`src/rtl/pxs_ball_pkg.sv`:
```
// pxs_ball_pkg: stream field positions, screen geometry, colours and mode encoding
package pxs_ball_pkg;
  localparam int STR_W   = 26;
  localparam int A_BIT   = 0;
  localparam int VS_BIT  = 1;
  localparam int HS_BIT  = 2;
  localparam int YC_LSB  = 3;
  localparam int YC_MSB  = 12;
  localparam int XC_LSB  = 13;
  localparam int XC_MSB  = 22;
  localparam int B_BIT   = 23;
  localparam int G_BIT   = 24;
  localparam int R_BIT   = 25;
  localparam int RGB_LSB = B_BIT;
  localparam int RGB_MSB = R_BIT;
  localparam int VGA_LSB = VS_BIT;
  localparam int VGA_MSB = R_BIT;
  localparam int SCR_W   = 640;
  localparam int SCR_H   = 480;
  localparam int LINE_W  = 6;
  localparam logic [2:0] BLACK = 3'b000;
  localparam logic [2:0] WHITE = 3'b111;
  typedef enum logic {PLAY = 1'b0, SERVE = 1'b1} mode_e;
endpackage

```
`src/rtl/pxs_ball_motion.sv`:
```
// pxs_ball_motion: per-frame ball position, bounce, goal detection and serve pause
// Ports: px_clk/reset, xc/yc current input pixel coordinates; bx/by ball top-left,
// visible (ball drawn), goal_l/goal_r one-cycle goal pulses.
// Optional PXS_BALL_PAUSE_EN: hides and freezes the ball for SERVE_FRAMES frames after a goal.
module pxs_ball_motion
  import pxs_ball_pkg::*;
#(
  parameter int BALL_SIZE = 8,
  parameter int SPEED_X = 2,
  parameter int SPEED_Y = 2
`ifdef PXS_BALL_PAUSE_EN
  , parameter int SERVE_FRAMES = 60
`endif
) (
  input  logic       px_clk,
  input  logic       reset,
  input  logic [9:0] xc,
  input  logic [9:0] yc,
  output logic [9:0] bx,
  output logic [9:0] by,
  output logic       visible,
  output logic       goal_l,
  output logic       goal_r
);
  localparam logic [10:0] SX    = 11'(SPEED_X);
  localparam logic [10:0] SY    = 11'(SPEED_Y);
  localparam logic [10:0] X_MAX = 11'(SCR_W - BALL_SIZE);
  localparam logic [10:0] Y_MAX = 11'(SCR_H - LINE_W - BALL_SIZE);
  localparam logic [10:0] Y_MIN = 11'(LINE_W);
  localparam logic [9:0]  CX    = 10'((SCR_W - BALL_SIZE) / 2);
  localparam logic [9:0]  CY    = 10'((SCR_H - BALL_SIZE) / 2);
  logic [9:0] bx_q, bx_d, by_q, by_d;
  logic dir_x_q, dir_x_d, dir_y_q, dir_y_d, goal_l_q, goal_l_d, goal_r_q, goal_r_d;
  logic tick, move, bounce_lo, bounce_hi;
  logic [10:0] sum_x, dif_x, sum_y, dif_y;
  assign tick = xc == 10'd0 && yc == 10'(SCR_H);
  assign move = tick && visible;
  assign bx = bx_q;
  assign by = by_q;
  assign goal_l = goal_l_q;
  assign goal_r = goal_r_q;
  always_comb begin
    sum_x = {1'b0, bx_q} + SX;
    dif_x = {1'b0, bx_q} - SX;
    sum_y = {1'b0, by_q} + SY;
    dif_y = {1'b0, by_q} - SY;
    bounce_hi = sum_y > Y_MAX;
    bounce_lo = {1'b0, by_q} < Y_MIN + SY;
    goal_r_d = move && dir_x_q && sum_x > X_MAX;
    goal_l_d = move && !dir_x_q && {1'b0, bx_q} < SX;
    bx_d = bx_q;
    by_d = by_q;
    dir_x_d = dir_x_q;
    dir_y_d = dir_y_q;
    if (goal_l_d || goal_r_d) begin
      bx_d = CX;
      by_d = CY;
      dir_x_d = !dir_x_q;
    end else if (move) begin
      bx_d = dir_x_q ? sum_x[9:0] : dif_x[9:0];
      by_d = dir_y_q ? (bounce_hi ? Y_MAX[9:0] : sum_y[9:0]) : (bounce_lo ? Y_MIN[9:0] : dif_y[9:0]);
      dir_y_d = dir_y_q ? !bounce_hi : bounce_lo;
    end
  end
  always_ff @(posedge px_clk) begin
    if (reset) begin
      bx_q <= CX;
      by_q <= CY;
      dir_x_q <= 1'b1;
      dir_y_q <= 1'b1;
      goal_l_q <= 1'b0;
      goal_r_q <= 1'b0;
    end else begin
      bx_q <= bx_d;
      by_q <= by_d;
      dir_x_q <= dir_x_d;
      dir_y_q <= dir_y_d;
      goal_l_q <= goal_l_d;
      goal_r_q <= goal_r_d;
    end
  end
`ifdef PXS_BALL_PAUSE_EN
  localparam int CW = $clog2(SERVE_FRAMES + 1);
  mode_e mode_q, mode_d;
  logic [CW-1:0] cnt_q, cnt_d;
  assign visible = mode_q == PLAY;
  // the last serve tick hands back to PLAY so the ball moves again on the following frame
  always_comb begin
    mode_d = mode_q;
    cnt_d = cnt_q;
    if (goal_l_d || goal_r_d) begin
      mode_d = SERVE;
      cnt_d = CW'(SERVE_FRAMES);
    end else if (tick && mode_q == SERVE) begin
      mode_d = cnt_q == CW'(1) ? PLAY : SERVE;
      cnt_d = cnt_q - 1'b1;
    end
  end
  always_ff @(posedge px_clk) begin
    if (reset) begin
      mode_q <= PLAY;
      cnt_q <= '0;
    end else begin
      mode_q <= mode_d;
      cnt_q <= cnt_d;
    end
  end
`else
  assign visible = 1'b1;
`endif
endmodule

```
`src/rtl/pxs_ball.sv`:
```
// pxs_ball: overlays the moving ball on the court RGB stream with one cycle of latency
// Ports: px_clk/reset; RGBStr_i/RGBStr_o 26-bit stream {RGB[25:23], XC[22:13], YC[12:3], HS, VS, Active};
// goal_l/goal_r one-cycle goal pulses. Optional PXS_BALL_PAUSE_EN enables the serve pause.
module pxs_ball
  import pxs_ball_pkg::*;
#(
  parameter int BALL_SIZE = 8,
  parameter int SPEED_X = 2,
  parameter int SPEED_Y = 2
`ifdef PXS_BALL_PAUSE_EN
  , parameter int SERVE_FRAMES = 60
`endif
) (
  input  logic             px_clk,
  input  logic             reset,
  input  logic [STR_W-1:0] RGBStr_i,
  output logic [STR_W-1:0] RGBStr_o,
  output logic             goal_l,
  output logic             goal_r
);
  localparam logic [10:0] BS = 11'(BALL_SIZE);
  logic [9:0] xc, yc, bx, by;
  logic visible, hit;
  logic [STR_W-1:0] str_q, str_d;
  assign xc = RGBStr_i[XC_MSB:XC_LSB];
  assign yc = RGBStr_i[YC_MSB:YC_LSB];
  assign RGBStr_o = str_q;
  pxs_ball_motion #(
    .BALL_SIZE(BALL_SIZE),
    .SPEED_X(SPEED_X),
    .SPEED_Y(SPEED_Y)
`ifdef PXS_BALL_PAUSE_EN
    , .SERVE_FRAMES(SERVE_FRAMES)
`endif
  ) u_motion (
    .px_clk(px_clk),
    .reset(reset),
    .xc(xc),
    .yc(yc),
    .bx(bx),
    .by(by),
    .visible(visible),
    .goal_l(goal_l),
    .goal_r(goal_r)
  );
  always_comb begin
    hit = RGBStr_i[A_BIT] && visible
       && xc >= bx && {1'b0, xc} < {1'b0, bx} + BS
       && yc >= by && {1'b0, yc} < {1'b0, by} + BS;
    str_d = {hit ? WHITE : RGBStr_i[RGB_MSB:RGB_LSB], RGBStr_i[RGB_LSB-1:0]};
  end
  always_ff @(posedge px_clk) str_q <= reset ? '0 : str_d;
endmodule

```
`config.mk`:
```
export PLATFORM = sky130hd
export DESIGN_NAME = pxs_ball
export DESIGN_NICKNAME = d
export VERILOG_FILES = /design/src/rtl/pxs_ball_pkg.sv /design/src/rtl/pxs_ball_motion.sv /design/src/rtl/pxs_ball.sv
export SDC_FILE = /design/constraint.sdc
export NUM_CORES = 1
export LEC_CHECK = 0
export CORE_MARGIN = 4
export CORE_UTILIZATION = 25
export DETAILED_ROUTE_END_ITERATION = 12
export PLACE_DENSITY = 0.49
export SLEW_MARGIN = 30
export SYNTH_ARGS = -nofsm -noshare
export SYNTH_HDL_FRONTEND = slang
export SYNTH_SLANG_ARGS = --single-unit
```
`constraint.sdc`:
```
create_clock -name px_clk -period 3.5 [get_ports px_clk]
set_input_delay 1.05 -clock px_clk [delete_from_list [all_inputs] [get_ports px_clk]]
set_output_delay 1.05 -clock px_clk [all_outputs]
set_load 0.005 [all_outputs]
```
==> out/summary.txt <==
================================================================================
Result of the run .................................................    completed
Maximum number of buffers from clock root to sink .................            2
Post-synth top flop ............................................... sky130_fd_sc_hd__dfxtp_1
Critical path class ...............................................    in -> reg
Required @ worst endpoint .........................................      3.69 ns
Total setup violations reported at the end of the flow ............            0
Pin count of the biggest net entering global routing ..............           30
Distinct cell type count of the synthesized netlist ...............           59
Highest fanout seen on the critical path ..........................            7
Die height ........................................................       122 um
DRC violations left ...............................................            0
Slowest cell on crit path ......................................... sky130_fd_sc_hd__or4b_1
H-Tree Depth ......................................................            2
Global-route congestion overflow total ............................            0
Post-detailed-route count of antenna-violating nets ...............            0
Site row count ....................................................           41
Warnings, synthesis ...............................................            0
Area occupied by multi-input gates ................................ 0.00210 sq mm
Sum of routed wire length over all layers .........................      8920 um
Proportion of layout cells with a drive suffix above 1 ............       0.0819
Clock insertion delay at the later pin of the skew report .........      0.29 ns
Maximum Capacitance Violations ....................................            0
Total die area .................................................... 0.0149 sq mm
Number of synthesized flops with an enable pin ....................            0
Post-detailed-placement half-perimeter wirelength .................      7060 um
DRC violation total after the first TritonRoute iteration .........          182
Max Clock Skew ....................................................   0.00824 ns
Post-detailed-route wirelength per cell ...........................      14.3 um
Clock period minus final worst setup slack ........................      3.14 ns
Routed vias .......................................................         3059
Gr usage total ....................................................        0.123
Core region area .................................................. 0.0127 sq mm
Worst Tran Pin Value ..............................................     0.616 ns
Initial standard-cell utilization of the core .....................        0.257
Synthesized net count .............................................          455
Peak supply drop ..................................................       165 uV
Wire length of the first global-routing pass ......................     14700 um
Final sum of negative setup slack .................................         0 ns
Cell family contributing the most delay on the critical path ...... simple AND/OR/NAND/NOR gates
Setup fix buffers added after clock tree synthesis ................            0
CP peak stage delay ...............................................      0.55 ns
Leakage ...........................................................      1.68 nW
Cell taking the most area after synthesis ......................... sky130_fd_sc_hd__dfxtp_1
Post-Synthesis Cells ..............................................          387
Post-Place Cell Area .............................................. 0.00412 sq mm
Number of detailed-routing iterations run before antenna repair ...            4
Hold Slack ........................................................     0.611 ns
Final instance count without filler cells .........................          624
Setup repair after global routing missed its margin ...............           no
Clk slew on worst S/H paths .......................................      0.07 ns
Horizontal die dimension ..........................................       122 um
Worst path most repeated cell ..................................... sky130_fd_sc_hd__or4b_1
Most frequently used cell type in the post-synthesis netlist ...... sky130_fd_sc_hd__dfxtp_1
Data arrival time at the worst-slack endpoint .....................      3.33 ns
Antenna violations before repair ..................................            0
CTS root buf ...................................................... sky130_fd_sc_hd__clkbuf_16
Top cells by area, synth .......................................... sky130_fd_sc_hd__dfxtp_1 30%, sky130_fd_sc_hd__ha_1 15%, sky130_fd_sc_hd__xnor2_1 5.6%, sky130_fd_sc_hd__nor2b_1 4.4%, sky130_fd_sc_hd__o21ai_0 3.4%
Final Net Count ...................................................          520
Number of buffers inserted during clock tree synthesis ............            5
Antenna diodes ....................................................            0
Hold/Removal Path Class ...........................................   reg -> reg
Period Utilization, post-route ....................................        0.897
Highest clock rate ................................................    0.318 GHz
Sequential share of the synthesized area ..........................        0.295
Cell area after synthesis ......................................... 0.00326 sq mm
Share of async-settable or async-resettable flops after synthesis .            0
Final Slew Violations .............................................            0
Footprint of the flip-flops and latches ...........................    961 sq um
Hold buffer count at cts ..........................................            0
Type of element launching the critical path .......................    input pin
Port Buf Inserts ..................................................           55
Power density over the cells ......................................  277 mW/mm^2
Placed insts ......................................................          617
Final hold violations .............................................            0
Sink Count ........................................................           48
Worst relative slew slack .........................................        0.586
Register bit count reported by yosys ..............................           48
Finished Cell Area ................................................ 0.00425 sq mm
Via count of the first global-routing pass ........................         3003
Final estimated routing congestion in global placement ............        0.860
Area growth from synthesis to final layout ........................        30.7%
I/O pin count .....................................................           56
Clock tree from TritonCTS .........................................         done
Number of buffer and inverter stages on the critical path .........            1
PostCTS Resize Cnt ................................................            0
Critical-path cell list ........................................... clkdlybuf4s50_1 > or4b_1 > nor3_2 > or4b_1 > and3b_1 > o21a_1
Post-synthesis area per instance ..................................   8.41 sq um
Top cells by count, synth ......................................... 48 x sky130_fd_sc_hd__dfxtp_1, 40 x sky130_fd_sc_hd__ha_1, 28 x sky130_fd_sc_hd__inv_1
Fraction of synthesized cell area taken by the top area cell type .        0.295
Count of filler cells inserted in the layout ......................         1329
Detailed-route vias per instance ..................................         4.90
Crit. End Element .................................................     register
================================================================================
## metal layers
metal	wire, um	global-route usage	part of all wire	up-vias
met3	689	0.0232	0.077	12
met1	4170	0.169	0.47	1400
met4	196	0.0469	0.022	0
met5	0	0	0	-
met2	3870	0.190	0.43	116
li1	-	-	-	1531
## report_power, final
| group | leakage [nW] | internal, W | switching [W] |
|---|---|---|---|
| sequential | 0.394 | 0.000562 | 0.00000367 |
| clock | 0.0667 | 0.000260 | 0.000205 |
| combinational | 1.22 | 0.0000922 | 0.0000567 |
| total | 1.68 | 0.000915 | 0.000265 |
## placed cells by master, fill, tap and decap left out, types with 9 or more instances in the layout
cell                              synthesis  layout
sky130_fd_sc_hd__o21ai_0                 22      22
sky130_fd_sc_hd__a21oi_1                 15      15
sky130_fd_sc_hd__ha_1                    40      40
sky130_fd_sc_hd__clkdlybuf4s50_1          0      55
sky130_fd_sc_hd__nand3_1                 15      15
sky130_fd_sc_hd__inv_1                   28      28
sky130_fd_sc_hd__nand2_1                 27      27
sky130_fd_sc_hd__buf_4                    1      23
sky130_fd_sc_hd__dfxtp_1                 48      48
sky130_fd_sc_hd__nor2b_1                 23      23
sky130_fd_sc_hd__xnor2_1                 21      21
sky130_fd_sc_hd__a211oi_1                 9       9
sky130_fd_sc_hd__nor2_1                  24      24
sky130_fd_sc_hd__nand4_1                  9       9
## worst register-to-register path, delay by kind of cell, from the launching register on
| kind | cells | cell delay (ns) |
|---|---|---|
| adders and majority gates | 1 | 0.39 |
| AOI/OAI and AO/OA | 3 | 0.80 |
| DFF | 1 | 0.49 |
| and+or+nand+nor | 3 | 0.67 |
| buffers and inverters | 1 | 0.18 |
## registers in the layout (all words and copies together) (netlist names)
| signal | cells |
|---|---|
| u_motion.dir_y_q | 1 |
| RGBStr_o | 26 |
| u_motion.goal_r | 1 |
| u_motion.bx | 9 |
| u_motion.goal_l | 1 |
| u_motion.by | 9 |
| u_motion.dir_x_q | 1 |
## final cells by class
type / count / area share
clock buffers: 6 / 0.0303
clock inverters: 1 / 0.00118
inverters: 28 / 0.0247
multi-input cells: 290 / 0.493
flip-flops and latches: 48 / 0.226
well taps: 172 / 0.0506
repair buffers: 79 / 0.175
## worst paths after layout
| check | startpoint | cells after the start | end | slack (ns) |
|---|---|---|---|---|
| max | RGBStr_i[20] | 6 | u_motion.bx[7]$_SDFFE_PP0P_ | 0.36 |
| min | u_motion.by[8]$_SDFFE_PP0P_ | 2 | u_motion.by[8]$_SDFFE_PP0P_ | 0.61 |
| max reg2reg | u_motion.bx[1]$_SDFFE_PP0P_ | 8 | u_motion.by[7]$_SDFFE_PP1P_ | 0.87 |
| min reg2reg | u_motion.by[8]$_SDFFE_PP0P_ | 2 | u_motion.by[8]$_SDFFE_PP0P_ | 0.61 |
## kinds of logic (layout without fill, tap and decap cells)
family | after synthesis | in the layout | share of synthesized area
simple gates | 134 | 134 | 0.224
mux | 1 | 1 | 0.00307
fa+ha+maj | 40 | 40 | 0.154
xor+xnor | 23 | 23 | 0.0619
buf+inv | 49 | 114 | 0.0611
compound gates | 92 | 92 | 0.201
flops | 48 | 48 | 0.295
## stage by stage
stage / util / worst slack (ns) / total power (W)
2_1_floorplan: - / 0.561 / 0.000633
3_3_place_gp: 0.325 / 0.0988 / 0.000728
3_5_place_dp: 0.325 / 0.0514 / 0.000730
4_1_cts: 0.336 / 0.355 / 0.00120
5_1_grt: 0.336 / 0.283 / 0.00125
6_report: 0.336 / 0.359 / 0.00118
No activity file was read; power rests on OpenSTA's default activity.
